===== src/rtl/tl_phase_scheduler_if.sv =====
// Signal bundle between the intersection controller and its surroundings:
// request/hold inputs from the synchronisers, lamp and status outputs to the drivers.
interface tl_phase_scheduler_if;
  logic       ped_ns_req;
  logic       ped_ew_req;
  logic       hold;
  logic [2:0] NS;
  logic [2:0] EW;
  logic [2:0] P_NS;
  logic [2:0] P_EW;
  logic [2:0] phase;
  logic       ped_ns_pend;
  logic       ped_ew_pend;
  logic       phase_done;

  modport master (
    output ped_ns_req, ped_ew_req, hold,
    input  NS, EW, P_NS, P_EW, phase, ped_ns_pend, ped_ew_pend, phase_done
  );

  modport slave (
    input  ped_ns_req, ped_ew_req, hold,
    output NS, EW, P_NS, P_EW, phase, ped_ns_pend, ped_ew_pend, phase_done
  );
endinterface


===== src/rtl/tl_phase_scheduler.sv =====
// Two-road intersection phase scheduler with counted dwell per phase and a
// latched-request, all-vehicle-red pedestrian walk phase.
//
// state    | meaning
// ---------+--------------------------------------------------
// NS_GRN   | NS green, EW red
// NS_YEL   | NS yellow, EW red
// ALLRED_A | clearance after NS, walk or EW green next
// EW_GRN   | EW green, NS red
// EW_YEL   | EW yellow, NS red
// ALLRED_B | clearance after EW (reset state), walk or NS green next
// WALK     | all vehicles red, requested crossings green
// ILLEGAL  | unused encoding, recovers to ALLRED_B
module tl_phase_scheduler #(
  parameter int GREEN_T  = 8,
  parameter int YELLOW_T = 2,
  parameter int ALLRED_T = 1,
  parameter int WALK_T   = 4,
  parameter int CNT_W    = 8
) (
  input logic              clk,
  input logic              res_n,
  tl_phase_scheduler_if.slave bus
);

  typedef enum logic [2:0] {
    NS_GRN   = 3'd0,
    NS_YEL   = 3'd1,
    ALLRED_A = 3'd2,
    EW_GRN   = 3'd3,
    EW_YEL   = 3'd4,
    ALLRED_B = 3'd5,
    WALK     = 3'd6,
    ILLEGAL  = 3'd7
  } state_t;

  localparam logic [2:0] RED = 3'b001;
  localparam logic [2:0] YEL = 3'b010;
  localparam logic [2:0] GRN = 3'b100;

  // A dwell of 0 behaves like 1: the counter loads 0 and expires at once.
  localparam logic [CNT_W-1:0] D_GRN    = (GREEN_T  == 0) ? '0 : CNT_W'(GREEN_T  - 1);
  localparam logic [CNT_W-1:0] D_YEL    = (YELLOW_T == 0) ? '0 : CNT_W'(YELLOW_T - 1);
  localparam logic [CNT_W-1:0] D_ALLRED = (ALLRED_T == 0) ? '0 : CNT_W'(ALLRED_T - 1);
  localparam logic [CNT_W-1:0] D_WALK   = (WALK_T   == 0) ? '0 : CNT_W'(WALK_T   - 1);

  state_t           state_q, state_d;
  state_t           ret_q, ret_d;
  logic [CNT_W-1:0] cnt_q, cnt_d;
  logic             pend_ns_q, pend_ns_d, pend_ew_q, pend_ew_d;
  logic             walk_ns_q, walk_ns_d, walk_ew_q, walk_ew_d;
  logic [2:0]       ns_q, ns_d, ew_q, ew_d, pns_q, pns_d, pew_q, pew_d;
  logic             any_pending;

  function automatic logic [CNT_W-1:0] dwell(state_t s);
    case (s)
      NS_GRN, EW_GRN: dwell = D_GRN;
      NS_YEL, EW_YEL: dwell = D_YEL;
      WALK:           dwell = D_WALK;
      default:        dwell = D_ALLRED;
    endcase
  endfunction

  assign any_pending = pend_ns_q | pend_ew_q | bus.ped_ns_req | bus.ped_ew_req;

  always_ff @(posedge clk or negedge res_n) begin
    if (!res_n) begin
      state_q   <= ALLRED_B;
      ret_q     <= NS_GRN;
      cnt_q     <= D_ALLRED;
      pend_ns_q <= 1'b0;
      pend_ew_q <= 1'b0;
      walk_ns_q <= 1'b0;
      walk_ew_q <= 1'b0;
      ns_q      <= RED;
      ew_q      <= RED;
      pns_q     <= RED;
      pew_q     <= RED;
    end else begin
      state_q   <= state_d;
      ret_q     <= ret_d;
      cnt_q     <= cnt_d;
      pend_ns_q <= pend_ns_d;
      pend_ew_q <= pend_ew_d;
      walk_ns_q <= walk_ns_d;
      walk_ew_q <= walk_ew_d;
      ns_q      <= ns_d;
      ew_q      <= ew_d;
      pns_q     <= pns_d;
      pew_q     <= pew_d;
    end
  end

  always_comb begin
    state_d   = state_q;
    ret_d     = ret_q;
    cnt_d     = cnt_q;
    walk_ns_d = walk_ns_q;
    walk_ew_d = walk_ew_q;
    pend_ns_d = pend_ns_q | bus.ped_ns_req;
    pend_ew_d = pend_ew_q | bus.ped_ew_req;

    if (state_q == ILLEGAL) begin
      state_d = ALLRED_B;
      cnt_d   = D_ALLRED;
    end else if (!bus.hold) begin
      if (cnt_q != '0) begin
        cnt_d = cnt_q - 1'b1;
      end else begin
        case (state_q)
          NS_GRN: state_d = NS_YEL;
          NS_YEL: state_d = ALLRED_A;
          ALLRED_A: begin
            state_d = any_pending ? WALK : EW_GRN;
            if (any_pending) ret_d = EW_GRN;
          end
          EW_GRN: state_d = EW_YEL;
          EW_YEL: state_d = ALLRED_B;
          ALLRED_B: begin
            state_d = any_pending ? WALK : NS_GRN;
            if (any_pending) ret_d = NS_GRN;
          end
          WALK:    state_d = ret_q;
          default: state_d = ALLRED_B;
        endcase
        cnt_d = dwell(state_d);
        // Requests seen in the entry cycle are absorbed by this walk window.
        if (state_d == WALK) begin
          walk_ns_d = pend_ns_q | bus.ped_ns_req;
          walk_ew_d = pend_ew_q | bus.ped_ew_req;
          pend_ns_d = 1'b0;
          pend_ew_d = 1'b0;
        end
      end
    end
  end

  // Lamps are registered decodes of the next state so they switch with it.
  always_comb begin
    ns_d  = RED;
    ew_d  = RED;
    pns_d = RED;
    pew_d = RED;
    case (state_d)
      NS_GRN: ns_d = GRN;
      NS_YEL: ns_d = YEL;
      EW_GRN: ew_d = GRN;
      EW_YEL: ew_d = YEL;
      WALK: begin
        pns_d = walk_ns_d ? GRN : RED;
        pew_d = walk_ew_d ? GRN : RED;
      end
      default: ;
    endcase
  end

  assign bus.NS          = ns_q;
  assign bus.EW          = ew_q;
  assign bus.P_NS        = pns_q;
  assign bus.P_EW        = pew_q;
  assign bus.phase       = state_q;
  assign bus.ped_ns_pend = pend_ns_q;
  assign bus.ped_ew_pend = pend_ew_q;
  assign bus.phase_done  = (cnt_q == '0) & ~bus.hold;

endmodule


===== src/flat_wrapper.sv =====
// flat-port wrapper written by rule: the top's interface ports become plain ports
module tl_phase_scheduler_flat 
#(
  parameter int GREEN_T  = 8,
  parameter int YELLOW_T = 2,
  parameter int ALLRED_T = 1,
  parameter int WALK_T   = 4,
  parameter int CNT_W    = 8
)
  (clk, res_n, bus_ped_ns_req, bus_ped_ew_req, bus_hold, bus_NS, bus_EW, bus_P_NS, bus_P_EW, bus_phase, bus_ped_ns_pend, bus_ped_ew_pend, bus_phase_done);
  tl_phase_scheduler_if bus_i ();
  input logic clk;
  input logic res_n;
  input wire logic [$bits(bus_i.ped_ns_req)-1:0] bus_ped_ns_req;
  input wire logic [$bits(bus_i.ped_ew_req)-1:0] bus_ped_ew_req;
  input wire logic [$bits(bus_i.hold)-1:0] bus_hold;
  output wire logic [$bits(bus_i.NS)-1:0] bus_NS;
  output wire logic [$bits(bus_i.EW)-1:0] bus_EW;
  output wire logic [$bits(bus_i.P_NS)-1:0] bus_P_NS;
  output wire logic [$bits(bus_i.P_EW)-1:0] bus_P_EW;
  output wire logic [$bits(bus_i.phase)-1:0] bus_phase;
  output wire logic [$bits(bus_i.ped_ns_pend)-1:0] bus_ped_ns_pend;
  output wire logic [$bits(bus_i.ped_ew_pend)-1:0] bus_ped_ew_pend;
  output wire logic [$bits(bus_i.phase_done)-1:0] bus_phase_done;
  assign bus_i.ped_ns_req = bus_ped_ns_req;
  assign bus_i.ped_ew_req = bus_ped_ew_req;
  assign bus_i.hold = bus_hold;
  assign bus_NS = bus_i.NS;
  assign bus_EW = bus_i.EW;
  assign bus_P_NS = bus_i.P_NS;
  assign bus_P_EW = bus_i.P_EW;
  assign bus_phase = bus_i.phase;
  assign bus_ped_ns_pend = bus_i.ped_ns_pend;
  assign bus_ped_ew_pend = bus_i.ped_ew_pend;
  assign bus_phase_done = bus_i.phase_done;
  tl_phase_scheduler #(.GREEN_T(GREEN_T), .YELLOW_T(YELLOW_T), .ALLRED_T(ALLRED_T), .WALK_T(WALK_T), .CNT_W(CNT_W)) u_core (.clk(clk), .res_n(res_n), .bus(bus_i));
endmodule

===== config.mk =====
export PLATFORM = sky130hd
export DESIGN_NAME = tl_phase_scheduler_flat
export DESIGN_NICKNAME = d
export VERILOG_FILES = /design/src/rtl/tl_phase_scheduler_if.sv /design/src/rtl/tl_phase_scheduler.sv /design/src/flat_wrapper.sv
export SDC_FILE = /design/constraint.sdc
export NUM_CORES = 1
export LEC_CHECK = 0
export CAP_MARGIN = 40
export CORE_MARGIN = 2
export CORE_UTILIZATION = 40
export DETAILED_ROUTE_END_ITERATION = 10
export SETUP_SLACK_MARGIN = 0.02
export SYNTH_ARGS = -nofsm -noshare
export SYNTH_HDL_FRONTEND = slang
export SYNTH_SLANG_ARGS = --single-unit

===== constraint.sdc =====
create_clock -name clk -period 2.7 [get_ports clk]
set_input_delay 0.54 -clock clk [delete_from_list [all_inputs] [get_ports clk]]
set_output_delay 0.54 -clock clk [all_outputs]
set_load 0.01 [all_outputs]

# Word-level counts from Yosys, hierarchy flattened
# Index checks and enable logic that the tools add are counted.
classes:
  n_addsub: 1
  n_eq_ne: 17
  muxes: 38
  n_bitwise: 9
  n_reduce_logical: 9
op_table:
  columns: ["op", "count"]
  rows:
  - ["3-bit 2-to-1 mux", 14]
  - ["8-bit 2-to-1 mux", 3]
  - ["3-bit equality test, second input constant", 7]
  - ["3-bit one-hot mux with 2 select lines", 3]
  - ["3-bit one-hot mux with 6 select lines", 1]
  - ["1-bit 2-to-1 mux", 16]
  - ["3-bit by 2-bit equality test with 1-bit output, second input constant", 4]
  - ["3-bit by 1-bit equality test with 1-bit output, second input constant", 3]
  - ["3-bit logical NOT", 3]
  - ["3-bit one-hot mux with 3 select lines", 1]
  - ["8-bit logical NOT", 1]
  - ["8-bit nonzero test", 1]
  - ["8-bit by 1-bit subtractor with 8-bit output, second input constant", 1]
  - ["2-bit by 1-bit inequality test with 1-bit output, second input constant", 3]
  - ["6-bit AND reduction", 1]
  - ["1-bit OR", 5]
  - ["2-bit OR reduction", 2]
  - ["1-bit inverter", 3]
  - ["2-bit nonzero test", 1]
  - ["1-bit bitwise AND", 1]
word_totals:
  ff_bits: 30
  output_inout_bits: 18

# Longest topological paths before layout
logic_depth:
  ltp_word: 15
  depth_mapped: 7

# Worst setup path before layout
# Ideal clock, no wire load.
synth_path:
  kind: "input port to output port"
  startpoint: "input port bus_hold"
  endpoint: "output port bus_phase_done"
  t_arrival_ps: 1544
  required_time_ps: 2160
  slack_ps: 616
  cell_stages: 4
  path_buffers: 1
  path_cell_list: "clkbuf_1 nor4b_1 nand2_1 inv_2"
synth_via:
  elab_chain_cells: 2
synth_rtl:
  columns: ["element", "line_no", "rtl"]
  rows:
  - ["from (decl)", "flat_wrapper.sv:16", "input wire logic [$bits(bus_i.hold)-1:0] bus_hold;"]
  - ["1-bit inverter (no line)", null, null]
  - ["1-bit bitwise AND", "tl_phase_scheduler.sv:164", "assign bus.phase_done = (cnt_q == '0) & ~bus.hold;"]
  - ["to (decl)", "flat_wrapper.sv:24", "output wire logic [$bits(bus_i.phase_done)-1:0] bus_phase_done;"]
# No other way between the ends.

# Worst setup path after layout
layout_path:
  startpoint: "register u_core.state_q[0], in the netlist u_core.bus.phase[0]"
  endpoint: "output port bus_phase[0]"
layout_rtl:
  columns: ["element", "line_no", "rtl"]
  rows:
  - ["from (decl)", "tl_phase_scheduler.sv:47", "state_t state_q, state_d;"]
  - ["from (signal assigned)", "tl_phase_scheduler.sv:80", "state_q <= state_d;"]
  - ["to (decl)", "flat_wrapper.sv:21", "output wire logic [$bits(bus_i.phase)-1:0] bus_phase;"]
# No word-level cell between the ends.

==> metrics <==
status finished clean; CTS Sinks 26; drc violations 0; final period utilization 85.2%; RSZ-0062 raised after global routing no; nets around 180; Main synth FF type dfrtp_1; Final WS setup 0.400 ns; clk_lat worst skew between 0.3 and 0.4 ns; Synth warnings 0; Starting DRT DRC Count 37; Slew HR 62.5%; Final Hold Viols 0; CP endpoint kind output pin; Async SR Flop Fraction 100%; critical setup path kind flip-flop to output pin; n_diodes 0; worst min path class flip-flop to flip-flop; Port Buf Inserts 20; WL/cell 14.2 um; drt total wl 3080 um; Pleak between 0.7 and 0.8 nW; H-tree levels 1; sw power 364 uW; number of global-route vias before repair 1160; critical path data required time 2.16 ns; unique cell type count in the Yosys netlist 45; pre-CTS setup slack 0.0640 ns; total gr overflow 0; Detail Route Antenna Nets 0; Total Routing Usage GR between 15 and 20%; I/O pin count 23; Cell Area, Synth 0.00140 sq mm; Buf/Inv on CP 1; fmax ~430 MHz; final setup vio count 0; syn_area_per_cell roughly 9.6 sq um; Cell Pwr Density 597 mW/mm^2; final RePlAce weighted congestion 0.781; number of buffers created by CTS 3; crit path time final 2.30 ns; Switching Fraction 35.1%; Critical Path Start Type flip-flop; Post-synth EDFFs 0; share of power burned in the clock network roughly 16%; Int Pwr 673 uW; Non-Filler Cell Area, Final roughly 0.0017 sq mm; placed cell area 0.00169 sq mm; largest net degree at the start of global routing 27; drt pass-1 iters 4; CTS max path bufs 2; Peak VDD IR between 200 and 300 uV; Slew Viols, Final 0; Clk Tree Root Cell clkbuf_4; TritonCTS clock tree yes; Seq/Total Area, Yosys 46.9%; CP peak stage delay 0.82 ns; Via density 5.29; Slowest-stage cell, CP dfstp_2; CP delay by family, top flip-flops; Die H 63.2 um; Post CTS Setup Buffer Count 0; Clock Pin Slew Worst Setup and Hold Paths 0.13 ns; first-pass GRT wire length ~5600 um; crit path max fanout 25; worst slew pin tran 0.563 ns; initial antenna violation count 0; FF+latch count, synth 26; detailed placement HPWL 2140 um; starting density of the core 41.7%; Setup TNS 0 ns; cell count after synthesis 146; hold_buf cts 0; # rows 21; Gate power share 26.4%; max_cap viols 0; total design power 1.04 mW; Core Box Area 0.00336 sq mm; chip width 63.2 um; clk_skew 0.00436 ns; worst path arrival time 1.76 ns; worst-path cell chain clkdlybuf4s50_1; post_cts resized 1; via count around 1100; Layout area overhead 23.9%; Reg power frac a little under three fifths; die area 0.00400 sq mm; layout cells sized above 1 15.2%
[final timing paths]
check | endpoint | slack (ns) | cells after the start | start
hold reg to reg | u_core.bus.P_NS[0] | 0.45 | 1 | u_core.walk_ns_q
min in group asynchronous | u_core.cnt_q[1] | 0.57 | 2 | res_n
hold / removal | u_core.bus.P_NS[0] | 0.45 | 1 | u_core.walk_ns_q
setup reg to reg | u_core.walk_ew_q | 0.61 | 5 | u_core.bus.phase[0]
max in group asynchronous | u_core.bus.EW[0] | 1.83 | 2 | res_n
setup / recovery | bus_phase[0] | 0.40 | 1 | u_core.bus.phase[0]
[cells in the mapped netlist, types with 2 or more instances]
cell | count | share of area, %
and3_1 | 4 | 1.8
xnor2_1 | 4 | 2.5
clkbuf_1 | 6 | 1.6
a21oi_1 | 8 | 2.9
mux2i_1 | 7 | 5.0
nand3_1 | 3 | 1.1
dfrtp_1 | 20 | 36
nor2_1 | 12 | 3.2
nand2_1 | 8 | 2.1
nor2b_1 | 4 | 1.8
a31oi_1 | 2 | 0.89
buf_2 | 2 | 0.71
a2bb2oi_1 | 2 | 1.2
or3_1 | 2 | 0.89
inv_1 | 7 | 1.9
dfstp_2 | 6 | 11
o21a_1 | 4 | 2.1
o2bb2ai_1 | 2 | 1.2
nor3_1 | 10 | 3.6
buf_4 | 2 | 1.1
o21ai_0 | 7 | 2.5
[sequential cells by signal, indices dropped and copies added (netlist names)]
register and cells:
u_core.walk_ns_q 1, u_core.bus.EW 3, u_core.bus.P_NS 2, u_core.bus.NS 3, u_core.bus.ped_ew_pend 1, u_core.bus.P_EW 2
u_core.ret_q 1, u_core.cnt_q 8, u_core.walk_ew_q 1, u_core.bus.phase 3, u_core.bus.ped_ns_pend 1
[area by class of cell]
| type | count | area, sq um |
|---|---|---|
| fillers | 332 | 1630 |
| well taps | 46 | 57.6 |
| inverters | 8 | 30.0 |
| flip-flops and latches | 26 | 658 |
| repair buffers | 30 | 278 |
| clock buffers | 4 | 26.3 |
| multi-input cells | 103 | 688 |
[through the flow]
stage | utilization, % | hold WS, ns | instances
6_report | 51.7 | 0.451 | 217
5_1_grt | 51.7 | 0.477 | 217
4_1_cts | 51.3 | 0.459 | 217
3_5_place_dp | 50.3 | 0.438 | 213
3_3_place_gp | 50.3 | 0.420 | 213
2_1_floorplan | - | 0.244 | 147
[cell usage in the layout (no fill, tap or decap), types with 2 or more instances in the layout]
master           count
xnor2_1              4
dfstp_2              6
nor2_1              12
inv_1                7
conb_1               2
o2bb2ai_1            2
nor3_1              10
a2bb2oi_1            2
or3_1                2
nor2b_1              4
clkbuf_4             3
buf_4               10
a21oi_1              8
clkdlybuf4s50_1     19
o21ai_0              7
and3_1               4
mux2i_1              7
o21a_1               4
nand3_1              3
dfrtp_1             20
nand2_1              8
a31oi_1              2
[kinds of logic (layout without fill, tap and decap cells)]
kind of cell	Yosys count	after routing	synth area share, %
AND/OR/NAND/NOR	56	56	22.7
XOR/XNOR	4	4	2.50
multiplexers	8	8	6.07
buffers and inverters	18	42	5.53
other	1	2	0.267
adder cells (fa/ha/maj)	1	1	0.892
AO/OA/AOI/OAI	32	32	15.2
flip-flops	26	26	46.9
[power by group through the flow]
stage / registers [mW] / logic [mW] / clock network (mW)
after floorplan: 0.551 / 0.202 / 0
after global routing: 0.616 / 0.306 / 0.201
after detailed placement: 0.594 / 0.267 / 0
after global placement: 0.587 / 0.259 / 0
final: 0.595 / 0.274 / 0.168
after CTS: 0.588 / 0.269 / 0.184
[metal layers]
metal,GRT usage (%),part of all wire (%),vias up
met5,0,0,-
met4,6.52,0.94,0
met3,3.21,2.8,2
met2,27.9,49,16
met1,23.1,47,562
li1,-,-,567
Note: power is estimated with default switching activity, not from simulation.
